===== src/rtl/b2_demux_1_3_tdm.sv =====
// rtl/b2_demux_1_3_tdm.sv - 1:3 TDM demultiplexer with sync-word framing.
// Slots 0 and 1 are held in shadow registers until slot 2 arrives, then all three outputs load together.
module b2_demux_1_3_tdm #(
    parameter int WIDTH = 2
) (
    input  logic             clk,
    input  logic             rst,
    input  logic [WIDTH-1:0] d,
    input  logic             valid,
    input  logic             sync,
    output logic [WIDTH-1:0] y0,
    output logic [WIDTH-1:0] y1,
    output logic [WIDTH-1:0] y2,
    output logic             frame_valid,
    output logic [1:0]       slot,
    output logic             locked,
    output logic             sync_err
);

    typedef enum logic {
        HUNT   = 1'b0,
        LOCKED = 1'b1
    } state_t;

    state_t           state_q, state_d;
    logic [1:0]       slot_q, slot_d;
    logic [WIDTH-1:0] shadow0_q, shadow0_d;
    logic [WIDTH-1:0] shadow1_q, shadow1_d;
    logic [WIDTH-1:0] y0_q, y0_d;
    logic [WIDTH-1:0] y1_q, y1_d;
    logic [WIDTH-1:0] y2_q, y2_d;
    logic             frame_valid_q, frame_valid_d;
    logic             sync_err_q, sync_err_d;

    always_comb begin
        state_d       = state_q;
        slot_d        = slot_q;
        shadow0_d     = shadow0_q;
        shadow1_d     = shadow1_q;
        y0_d          = y0_q;
        y1_d          = y1_q;
        y2_d          = y2_q;
        frame_valid_d = 1'b0;
        sync_err_d    = 1'b0;

        if (valid) begin
            if (state_q == HUNT) begin
                if (sync) begin
                    shadow0_d = d;
                    slot_d    = 2'd1;
                    state_d   = LOCKED;
                end
            end else if (sync && slot_q != 2'd0) begin
                // Early sync restarts the frame; the outputs keep the last complete frame.
                shadow0_d  = d;
                slot_d     = 2'd1;
                sync_err_d = 1'b1;
            end else begin
                case (slot_q)
                    2'd0: begin
                        shadow0_d = d;
                        slot_d    = 2'd1;
                    end
                    2'd1: begin
                        shadow1_d = d;
                        slot_d    = 2'd2;
                    end
                    2'd2: begin
                        y0_d          = shadow0_q;
                        y1_d          = shadow1_q;
                        y2_d          = d;
                        frame_valid_d = 1'b1;
                        slot_d        = 2'd0;
                    end
                    default: slot_d = 2'd0;
                endcase
            end
        end
    end

    always_ff @(posedge clk or posedge rst) begin
        if (rst) begin
            state_q       <= HUNT;
            slot_q        <= 2'd0;
            shadow0_q     <= '0;
            shadow1_q     <= '0;
            y0_q          <= '0;
            y1_q          <= '0;
            y2_q          <= '0;
            frame_valid_q <= 1'b0;
            sync_err_q    <= 1'b0;
        end else begin
            state_q       <= state_d;
            slot_q        <= slot_d;
            shadow0_q     <= shadow0_d;
            shadow1_q     <= shadow1_d;
            y0_q          <= y0_d;
            y1_q          <= y1_d;
            y2_q          <= y2_d;
            frame_valid_q <= frame_valid_d;
            sync_err_q    <= sync_err_d;
        end
    end

    assign y0          = y0_q;
    assign y1          = y1_q;
    assign y2          = y2_q;
    assign frame_valid = frame_valid_q;
    assign slot        = slot_q;
    assign locked      = state_q;
    assign sync_err    = sync_err_q;

endmodule


===== config.mk =====
export PLATFORM = sky130hd
export DESIGN_NAME = b2_demux_1_3_tdm
export DESIGN_NICKNAME = d
export VERILOG_FILES = /design/src/rtl/b2_demux_1_3_tdm.sv
export SDC_FILE = /design/constraint.sdc
export NUM_CORES = 1
export LEC_CHECK = 0
export BUFFER_PORTS_ARGS = -buffer_cell sky130_fd_sc_hd__buf_4
export CORE_UTILIZATION = 30
export DETAILED_ROUTE_END_ITERATION = 7
export GPL_TIMING_DRIVEN = 0
export SYNTH_ARGS = -nofsm -noshare
export SYNTH_HDL_FRONTEND = slang
export SYNTH_SLANG_ARGS = --single-unit

===== constraint.sdc =====
create_clock -name clk -period 1.3 [get_ports clk]
set_input_delay 0.065 -clock clk [delete_from_list [all_inputs] [get_ports clk]]
set_output_delay 0.065 -clock clk [all_outputs]
set_load 0.05 [all_outputs]

### Word level (Yosys, flattened, before mapping)

Index checks and enable logic that the tools add are counted.

| operators by class | value |
|---|---|
| add/sub/neg operators | 0 |
| multipliers | 0 |
| div/mod/pow operators | 0 |
| magnitude comparators | 0 |
| equal/unequal tests | 3 |
| shifts and indexed selects | 0 |
| muxes and demuxes | 17 |
| bitwise gates (word level) | 1 |
| reduce and logical (&&, ||, !) cells | 8 |

Operators with widths:

| cell | number |
|---|---|
| $mux 2 | 7 |
| $mux 1 | 9 |
| $reduce_and 4->1 | 2 |
| $pmux 2 s2 | 1 |
| $reduce_bool 2->1 | 2 |
| $ne 3x1->1 const B | 1 |
| $reduce_and 3->1 | 1 |
| $eq 2x1->1 const B | 1 |
| $eq 2x2->1 const B | 1 |
| $logic_not 2->1 | 1 |
| $reduce_and 2->1 | 1 |
| $logic_and 1x1->1 | 1 |
| $not 1->1 | 1 |

| storage, ports and cells | value |
|---|---|
| register bits after elaboration | 15 |
| latch bits | 0 |
| bits in writable memories | 0 |
| memory bits (read-only) | 0 |
| input bits | 6 |
| output and inout port bits | 11 |
| word-level logic and storage cells | 38 |
| memories kept | 0 |

### Longest topological paths before layout

Gate-level depths: netlist of run 1.

| depth | value |
|---|---|
| depth in word-level cells | 5 |
| depth in mapped cells | 3 |
| depth with buffers taken out | 3 |

### Least setup slack after synthesis of run 1

Ideal clock, no wire load.

| timing | value |
|---|---|
| kind | register to register |
| start point | register state_q, in the netlist locked |
| end point | register shadow0_q[0] |
| library setup time | 0.125 ns |
| arrival time | 1.481 ns |
| data required time | 1.175 ns |
| slack | -0.306 ns |
| stages on the path, launching flop included | 4 |
| buffers on the path | 0 |
| clock period less this slack | 1.606 ns |
| cell sequence | dfrtp_1 nor3b_1 o21ai_0 mux2_2 |

| on the way | value |
|---|---|
| longest elaborated chain between the ends | 2 |
| elaborated cells between the ends (all ways) | 4 |
| those cells by class | eq/ne: 1; mux: 1; reduce/logical: 2 |

Ends and longest elaborated chain:

| what | line | RTL |
|---|---|---|
| start, declared | 25 | `state_t state_q, state_d;` |
| start signal, assigned | 93 | `state_q <= state_d;` |
| $ne 3x1->1 (no source line) or $reduce_bool 2->1 (tied branches) | - |  |
| $reduce_and 3->1 (no source line) | - |  |
| end signal, assigned | 95 | `shadow0_q <= shadow0_d;` |
| end, declared | 27 | `logic [WIDTH-1:0] shadow0_q, shadow0_d;` |

Parallel ways exist; a longest one is shown, timed or not.
A chain may end at the register's enable or synchronous reset.

### Worst setup path after layout of run 1

Ends and elaborated chain as after synthesis.

==> flow_summary_export.csv, run 1 <==
group,metric,value,unit
timing,timing.max_slew.rel_slack,0.631,
timing,period_share,0.956,
route,drt_pre_antenna_iters,3,
power_and_ir_drop,power_leakage,0.398,nW
place,portBuffers,16,
global_routing,grt_antenna_before_repair,0,
timing,max_freq,804,MHz
cts,cts_inserted_buffers,3,
layout,n_fill_cell,169,
synth,synth_cells,40,
die,die_area,2120,µm²
route,ant_nets,0,
global_routing,grt_remaining_overflow,0,
synth,ys.warnings.count,0,
synth,synth_seq_cells,15,
global_routing,global_route_wire_length_before_repair,1610,µm
cts,cts.root.buffer_cell,"sky130_fd_sc_hd__clkbuf_4",
timing,drv_slew,0,
cts,cts_tree,"yes",
route,detailedRoute.firstIterationViolations,3,
worst_setup_path,timing.critical_path.arrival,1.41,ns
synth,synth.area.top_cells,"sky130_fd_sc_hd__dfrtp_1 (64%), sky130_fd_sc_hd__mux2_2 (19%), sky130_fd_sc_hd__nand2_1 (3.2%)",
status,outcome,"finished, final reports clean",
cts,cts_htree_levels,1,
place,place.gp.congestion,0.786,
synth,ys_seq_area_frac,0.644,
cts,clock_latency_of_the_later_clocked_register_in_the_worst_skew_pair,0.28,ns
synth,synth.top_cell.area_share,0.644,
layout,non_filler_cell_area_final,812,µm²
power_and_ir_drop,p_total,1.62,mW
route,drt-wirelength-per-cell,11.6,µm
worst_setup_path,crit_type,"reg2reg",
die,std_cell_rows,15,
route,detailroute.via_count,387,
die,initial_utilization,0.327,
timing,rsz0062_at_grt,"no",
global_routing,pin_count_of_the_biggest_net_entering_global_routing,16,
timing,worst_slew_pin_slew,0.553,ns
timing,fin_skew,0.00406,ns
worst_setup_path,end_kind,"flip-flop",
timing,period_minus_slack,1.24,ns
timing,setup_slack,0.0567,ns
synth,yosysUniqueCellTypes,11,
synth,synth_net_count,46,
route,drc_errors,0,
synth,mappedNetlistArea,583,µm²
timing,worst_hold_slack,0.0318,ns
timing,final-setup-viol-count,0,
timing,hold_viol_final,0,
synth,post_synth.cell_area_avg,14.6,µm²
cts,cts_max_path_buffers,2,
synth,synth_area_leader_cell,"sky130_fd_sc_hd__dfrtp_1",
die,die_width,46.1,µm
cts,clkSinkCount,15,
layout,final_layout_size_suffix_gt1_frac,0.597,
die,io_pins,17,
layout,layout.cells.most_common_list,"sky130_fd_sc_hd__buf_4 (16), sky130_fd_sc_hd__dfrtp_1 (12), sky130_fd_sc_hd__mux2_2 (10)",
layout,flow.area_growth_from_synthesis,39.3,%
worst_setup_path,crit_required,1.47,ns
layout,final-instance-count-excl-fill,87,
layout,finish.net_count,69,
cts,clk_transition_reported_paths,0.09,ns
global_routing,grt_pass1_vias,363,
die,die_height,46.1,µm
place,post-place-cells,81,
power_and_ir_drop,power_density,2000,nW/µm²
place,detailedPlace.worstSlack,0.00765,ns
layout,final_core_utilization,0.455,
worst_setup_path,startpoint_type,"flip-flop",
worst_setup_path,critical_path.max_fanout,3,
route,route.final.wire_length,1010,µm
global_routing,grtUsageTotal,0.117,
layout,n_antenna_cell,0,
layout,layout.cells.most_common,"sky130_fd_sc_hd__buf_4",
power_and_ir_drop,max-vdd-ir-drop,1060,µV
route,routed_via_density,4.45,
flow_run,max_cap_violations,0,
timing,setup-tns-final,0,ns
place,postPlaceCellArea,747,µm²
place,hpwl,717,µm
die,core_area,1780,µm²
hold_path,holdCritPathClass,"in2reg",
-- registers in the layout, indices dropped and copies added, names as in the netlist --
signal,flops
slot,2
shadow1_q,2
sync_err,1
y2,2
locked,1
shadow0_q,2
frame_valid,1
y0,2
y1,2
-- worst max-delay path: stages, from the launching register on --
cell	delay [ns]
sky130_fd_sc_hd__dfrtp_2	0.44
sky130_fd_sc_hd__nor3b_2	0.16
sky130_fd_sc_hd__o21ai_2	0.18
sky130_fd_sc_hd__mux2_2	0.35
-- area by class of cell --
cell class / count / area [µm²] / share of cell area
clock buffers: 4 / 26.3 / 0.0324
inverters: 2 / 7.51 / 0.00924
multi-input cells: 23 / 218 / 0.268
flip-flops and latches: 15 / 379 / 0.467
well taps: 25 / 31.3 / 0.0385
repair buffers: 18 / 150 / 0.185
-- what timing repair did --
action	in CTS	in global routing
cloned	0	0
endpoints found under the hold margin	15	0
gates resized for setup	1	0
buffers inserted	0	1
hold buffers	1	0
setup endpoints to repair	1	2
-- cells in the mapped netlist, drive strengths merged --
cell	n
nor3b	1
nand2	5
inv	2
dfrtp	15
and2b	1
a21o	1
o21ai	2
o2111a	1
mux2	10
nand4b	2
-- cells by family after synthesis --
kind of cell	Yosys count	share of synthesized area
muxes	10	0.193
and+or+nand+nor	9	0.0987
buffers and inverters	2	0.0129
AOI/OAI and AO/OA	4	0.0515
DFF	15	0.644
-- layer usage --
layer | track usage | vias up | wire length (µm)
li1 | - | 187 | -
met1 | 0.129 | 186 | 455
met2 | 0.177 | 12 | 471
met3 | 0.0706 | 2 | 73
met4 | 0.0529 | 0 | 13
met5 | 0 | - | 0
-- final timing paths --
check	to	from	cells after the start	slack (ns)
max	shadow0_q[0]$_DFFE_PP0P_	locked$_DFFE_PP0P_	3	0.06
min	locked$_DFFE_PP0P_	sync	2	0.03
max reg2reg	shadow0_q[0]$_DFFE_PP0P_	locked$_DFFE_PP0P_	3	0.06
min reg2reg	y1[0]$_DFFE_PP0P_	shadow1_q[0]$_DFFE_PP0P_	1	0.50
max in group asynchronous	slot[0]$_DFFE_PP0P_	rst	3	0.51
min in group asynchronous	frame_valid$_DFF_PP0_	rst	3	0.39
-- power by group --
| part | internal [mW] | total (mW) | switching, mW | leakage (nW) |
|---|---|---|---|---|
| logic | 0.243 | 0.690 | 0.447 | 0.201 |
| clock network | 0.119 | 0.261 | 0.141 | 0.0150 |
| registers | 0.599 | 0.670 | 0.0711 | 0.181 |
| total | 0.961 | 1.62 | 0.660 | 0.398 |
(Power assumes the default switching activity.)
==> run 2: changes to the inputs <==
BUFFER_PORTS_ARGS = -buffer_cell sky130_fd_sc_hd__buf_2   (was -buffer_cell sky130_fd_sc_hd__buf_4)
clock period = 1.1 ns   (was 1.3 ns; I/O delays follow)
==> run 2 against run 1 <==
Critical path depth stayed put; global-route usage is 0.57 points higher; largest power group unchanged; the run now ends with setup timing left; fmax up 2.4%; sequential share of layout area is 1.3 points lower; sequential cell count unchanged; setup slack lost 0.17 ns; die area is the same; largest cell class unchanged.
==> flow_summary_export.csv, run 2 (synthesis gave the netlist of run 1 again) <==
group,metric,value,unit
timing,setup_slack,-0.114,ns
power_and_ir_drop,p_total,1.95,mW
global_routing,grtUsageTotal,0.122,
timing,rsz0062_at_grt,"yes",
route,drt_pre_antenna_iters,4,
place,place.gp.congestion,0.793,
flow_run,max_cap_violations,0,
timing,period_minus_slack,1.21,ns
layout,final_core_utilization,0.469,
power_and_ir_drop,pwr-share-clk,0.162,
worst_setup_path,path_cells,"nor3b_4 > o21ai_4 > mux2_4",
place,postPlaceCellArea,707,µm²
cts,cts.root.buffer_cell,"sky130_fd_sc_hd__clkbuf_4",
global_routing,pin_count_of_the_biggest_net_entering_global_routing,16,
power_and_ir_drop,power_leakage,0.461,nW
power_and_ir_drop,switching_power,812,µW
cts,cts_max_path_buffers,2,
cts,clock_latency_of_the_later_clocked_register_in_the_worst_skew_pair,0.29,ns
power_and_ir_drop,power_density,2330,nW/µm²
timing,period_share,1.10,
worst_setup_path,crit_required,1.27,ns
timing,worst_slew_pin_slew,0.555,ns
worst_setup_path,critical_path.max_fanout,5,
layout,layout.cells.most_common,"sky130_fd_sc_hd__buf_2",
die,die_area,2120,µm²
layout,flow.area_growth_from_synthesis,43.3,%
route,drt-wirelength-per-cell,12.2,µm
timing,setup-tns-final,-0.883,ns
route,drc_errors,0,
worst_setup_path,end_kind,"flip-flop",
timing,drv_slew,0,
timing,hold_viol_final,0,
layout,layout.cells.most_common_list,"sky130_fd_sc_hd__buf_2 (14), sky130_fd_sc_hd__dfrtp_1 (12), sky130_fd_sc_hd__mux2_4 (7)",
timing,fin_skew,0.0109,ns
timing,final-setup-viol-count,11,
die,initial_utilization,0.327,
layout,n_antenna_cell,0,
status,outcome,"finished with violations",
global_routing,global_route_wire_length_before_repair,1730,µm
worst_setup_path,cpMaxStageDelayCell,"sky130_fd_sc_hd__dfrtp_2",
layout,final_layout_size_suffix_gt1_frac,0.625,
hold_path,holdCritPathClass,"in2reg",
layout,finish.net_count,71,
power_and_ir_drop,netSwitchingFraction,0.417,
cts,clkSinkCount,15,
worst_setup_path,timing.critical_path.arrival,1.38,ns
cts,cts_tree,"yes",
cts,clk_transition_reported_paths,0.10,ns
route,detailedRoute.firstIterationViolations,1,
status,failed_checks,"setup timing",
place,portBuffers,16,
route,ant_nets,0,
route,route.final.wire_length,1090,µm
global_routing,grt_remaining_overflow,0,
layout,non_filler_cell_area_final,836,µm²
timing,max_freq,824,MHz
global_routing,grt_antenna_before_repair,0,
cts,cts_inserted_buffers,3,
worst_setup_path,startpoint_type,"flip-flop",
timing,timing.max_slew.rel_slack,0.629,
power_and_ir_drop,max-vdd-ir-drop,1170,µV
die,std_cell_rows,15,
worst_setup_path,maximum_cell_stage_delay_along_the_critical_path,0.48,ns
route,detailroute.via_count,395,
die,core_area,1780,µm²
worst_setup_path,crit_type,"reg2reg",
cts,cts_htree_levels,1,
power_and_ir_drop,comb_power_share,0.427,
die,die_width,46.1,µm
power_and_ir_drop,internal-power,1.13,mW
global_routing,grt_pass1_vias,390,
power_and_ir_drop,share_seq_of_total_power,0.411,
die,die_height,46.1,µm
die,io_pins,17,
route,routed_via_density,4.44,
place,hpwl,685,µm
[run 2: cell types whose count changed in the layout (fill, tap and decap cells not counted), sizes merged]
| cell | previous run | this run |
|---|---|---|
| buf | 17 | 19 |
| clkbuf | 4 | 3 |
| clkinv | 0 | 1 |
[run 2: cell type report]
class / instances / area (µm²)
clock buffers: 3 / 22.5
clock inverters: 1 / 5.00
fillers: 166 / 947
inverters: 2 / 7.51
multi-input cells: 23 / 258
flip-flops and latches: 15 / 379
well taps: 25 / 31.3
repair buffers: 20 / 133
[run 2: power groups by stage]
stage	logic, mW	registers [mW]	clock network, mW
CTS	0.830	0.802	0.328
detailed placement	0.739	0.803	0
global route	0.879	0.821	0.347
floorplan	0.169	1.20	0
global placement	0.734	0.793	0
finish	0.832	0.800	0.315
[run 2: worst paths after layout]
| path | from | to | slack (ns) | cells after the start |
|---|---|---|---|---|
| setup reg to reg | slot[1]$_DFFE_PP0P_ | shadow0_q[1]$_DFFE_PP0P_ | -0.11 | 3 |
| min in group asynchronous | rst | frame_valid$_DFF_PP0_ | 0.35 | 3 |
| setup / recovery | slot[1]$_DFFE_PP0P_ | shadow0_q[1]$_DFFE_PP0P_ | -0.11 | 3 |
| hold reg to reg | y2[1]$_DFFE_PP0P_ | y2[1]$_DFFE_PP0P_ | 0.51 | 1 |
| hold / removal | d[0] | y2[0]$_DFFE_PP0P_ | 0.03 | 2 |
| max in group asynchronous | rst | slot[0]$_DFFE_PP0P_ | 0.34 | 3 |
[run 2: what timing repair did]
| item | CTS | global route |
|---|---|---|
| pin swaps | 2 | 2 |
| buffers inserted | 2 | 1 |
| endpoints found under the setup margin | 10 | 13 |
| endpoints found under the hold margin | 15 | 0 |
| gates resized for setup | 13 | 3 |
| cloned | 0 | 0 |
| hold buffers | 1 | 0 |
[run 2: stage by stage]
stage / setup slack [ns] / hold WS (ns) / instances
after floorplan: -0.247 / -0.0437 / 40
after global routing: -0.157 / 0.0291 / 89
after detailed placement: -0.166 / 0.133 / 81
final: -0.114 / 0.0335 / 89
after global placement: -0.166 / 0.134 / 81
after CTS: -0.157 / 0.0233 / 88
[run 2: per-layer routing]
layer	wire length, µm	global-route usage	part of all wire
met1	498	0.154	0.46
met2	515	0.175	0.47
met3	56	0.0588	0.052
met4	15	0.0588	0.014
met5	0	0	0
[run 2: critical path, delay by kind of cell, from the launching register on]
kind / cells / cell delay (ns)
flops: 1 / 0.48
mux: 1 / 0.30
simple gates: 1 / 0.22
compound gates: 1 / 0.09
==> run 3: changes to the inputs <==
CTS_BUF_LIST = sky130_fd_sc_hd__clkbuf_8   (was not set)
==> run 3 against run 2 <==
The flow still finishes with violations (setup timing); sequential power is essentially flat; sequential cell count is the same; via count grew 2.0%; sequential share of layout area shrank 0.73 points; routed wire length shrank 0.37%; non-clock buffer count grew 1; global-route usage grew 0.16 points; cell count grew 1.1%; first-iteration DRC count is the same; fmax grew 0.64%; worst hold slack gained 0.043 ns; critical path depth is the same; largest cell class unchanged.
==> flow_summary_export.csv, run 3 (synthesis gave the netlist of run 1 again) <==
group,metric,value,unit
worst_setup_path,critical_path.max_fanout,3,
timing,fin_skew,0.00502,ns
timing,worst_slew_pin_slew,0.555,ns
route,detailroute.via_count,403,
worst_setup_path,crit_type,"reg2reg",
worst_setup_path,end_kind,"flip-flop",
timing,hold_viol_final,0,
die,core_area,1780,µm²
place,portBuffers,16,
die,die_area,2120,µm²
timing,setup_slack,-0.106,ns
route,routed_via_density,4.48,
global_routing,grt_pass1_vias,406,
layout,flow.area_growth_from_synthesis,45.7,%
layout,final_layout_size_suffix_gt1_frac,0.631,
route,drt-wirelength-per-cell,12.0,µm
power_and_ir_drop,power_density,2450,nW/µm²
global_routing,global_route_wire_length_before_repair,1790,µm
route,detailedRoute.firstIterationViolations,1,
place,hpwl,685,µm
route,drc_errors,0,
power_and_ir_drop,max-vdd-ir-drop,1170,µV
global_routing,grt_antenna_before_repair,0,
place,detailedPlace.worstSlack,-0.166,ns
layout,layout.cells.most_common,"sky130_fd_sc_hd__buf_2",
cts,cts_max_path_buffers,2,
worst_setup_path,crit_required,1.23,ns
timing,drv_slew,0,
route,route.final.wire_length,1080,µm
global_routing,grt_remaining_overflow,0,
layout,final-instance-count-excl-fill,90,
worst_setup_path,path_cells,"nor3b_4 > o21ai_2 > mux2_4",
layout,n_antenna_cell,0,
worst_setup_path,startpoint_type,"flip-flop",
die,die_height,46.1,µm
cts,clk_transition_reported_paths,0.06,ns
route,drt_pre_antenna_iters,2,
cts,clock_latency_of_the_later_clocked_register_in_the_worst_skew_pair,0.25,ns
route,ant_nets,0,
worst_setup_path,timing.critical_path.arrival,1.33,ns
status,failed_checks,"setup timing",
layout,final_core_utilization,0.476,
layout,finish.net_count,72,
place,post-place-cells,81,
die,std_cell_rows,15,
timing,worst_hold_slack,0.0765,ns
power_and_ir_drop,power_leakage,0.470,nW
flow_run,max_cap_violations,0,
worst_setup_path,cpMaxStageDelayCell,"sky130_fd_sc_hd__dfrtp_2",
hold_path,holdCritPathClass,"in2reg",
timing,max_freq,829,MHz
worst_setup_path,maximum_cell_stage_delay_along_the_critical_path,0.40,ns
timing,period_minus_slack,1.21,ns
timing,final-setup-viol-count,10,
global_routing,grtUsageTotal,0.124,
place,place.gp.congestion,0.793,
timing,rsz0062_at_grt,"yes",
die,die_width,46.1,µm
cts,cts.root.buffer_cell,"sky130_fd_sc_hd__clkbuf_8",
status,outcome,"finished with violations",
cts,clkSinkCount,15,
die,initial_utilization,0.327,
layout,layout.cells.most_common_list,"sky130_fd_sc_hd__buf_2 (13), sky130_fd_sc_hd__dfrtp_1 (12), sky130_fd_sc_hd__mux2_4 (7)",
timing,timing.max_slew.rel_slack,0.630,
cts,cts_inserted_buffers,3,
global_routing,pin_count_of_the_biggest_net_entering_global_routing,16,
cts,cts_htree_levels,1,
die,io_pins,17,
cts,cts_tree,"yes",
timing,period_share,1.10,
[run 3: worst max-delay path: cells and delay by family (launching register included)]
kind | cells | cell delay [ns]
mux | 1 | 0.33
flops | 1 | 0.40
compound gates | 1 | 0.21
simple gates | 1 | 0.15
[run 3: report_power, final]
| part | internal, mW | switching (mW) |
|---|---|---|
| logic | 0.303 | 0.541 |
| registers | 0.710 | 0.0913 |
| clock network | 0.250 | 0.186 |
| total | 1.26 | 0.818 |
[run 3: area by class of cell]
| cell class | instances | area [µm²] |
|---|---|---|
| clock inverters | 1 | 5.00 |
| clock buffers | 3 | 41.3 |
| multi-input cells | 23 | 250 |
| flip-flops and latches | 15 | 379 |
| well taps | 25 | 31.3 |
| inverters | 2 | 7.51 |
| repair buffers | 21 | 135 |
| fillers | 162 | 933 |
[run 3: routing by layer]
layer,global-route usage,vias up,wire length [µm]
li1,-,193,-
met4,0.0529,0,0
met5,0,-,0
met2,0.183,11,535
met3,0.0588,0,49
met1,0.154,199,497
[run 3: path summary, 6_finish.rpt]
check / from / slack [ns] / cells past startpoint / endpoint
setup / recovery: locked$_DFFE_PP0P_ / -0.11 / 3 / shadow0_q[1]$_DFFE_PP0P_
hold / removal: d[1] / 0.08 / 2 / shadow1_q[1]$_DFFE_PP0P_
setup reg to reg: locked$_DFFE_PP0P_ / -0.11 / 3 / shadow0_q[1]$_DFFE_PP0P_
hold reg to reg: y2[1]$_DFFE_PP0P_ / 0.50 / 1 / y2[1]$_DFFE_PP0P_
max in group asynchronous: rst / 0.30 / 3 / slot[0]$_DFFE_PP0P_
min in group asynchronous: rst / 0.40 / 3 / frame_valid$_DFF_PP0_
[run 3: per-stage QoR]
stage	power, mW	instance area (µm²)	TNS, ns
finish	2.08	850	-0.843
global route	2.19	850	-1.33
CTS	2.10	832	-0.977
detailed placement	1.54	707	-1.27
global placement	1.53	707	-1.24
floorplan	1.37	596	-1.83
[run 3: timing repair]
| action | CTS | global route |
|---|---|---|
| buffers inserted | 3 | 1 |
| setup endpoints to repair | 10 | 13 |
| resized for setup | 11 | 4 |
| hold endpoints to repair | 15 | 0 |
| pin swaps | 2 | 2 |
| hold buffers | 1 | 0 |
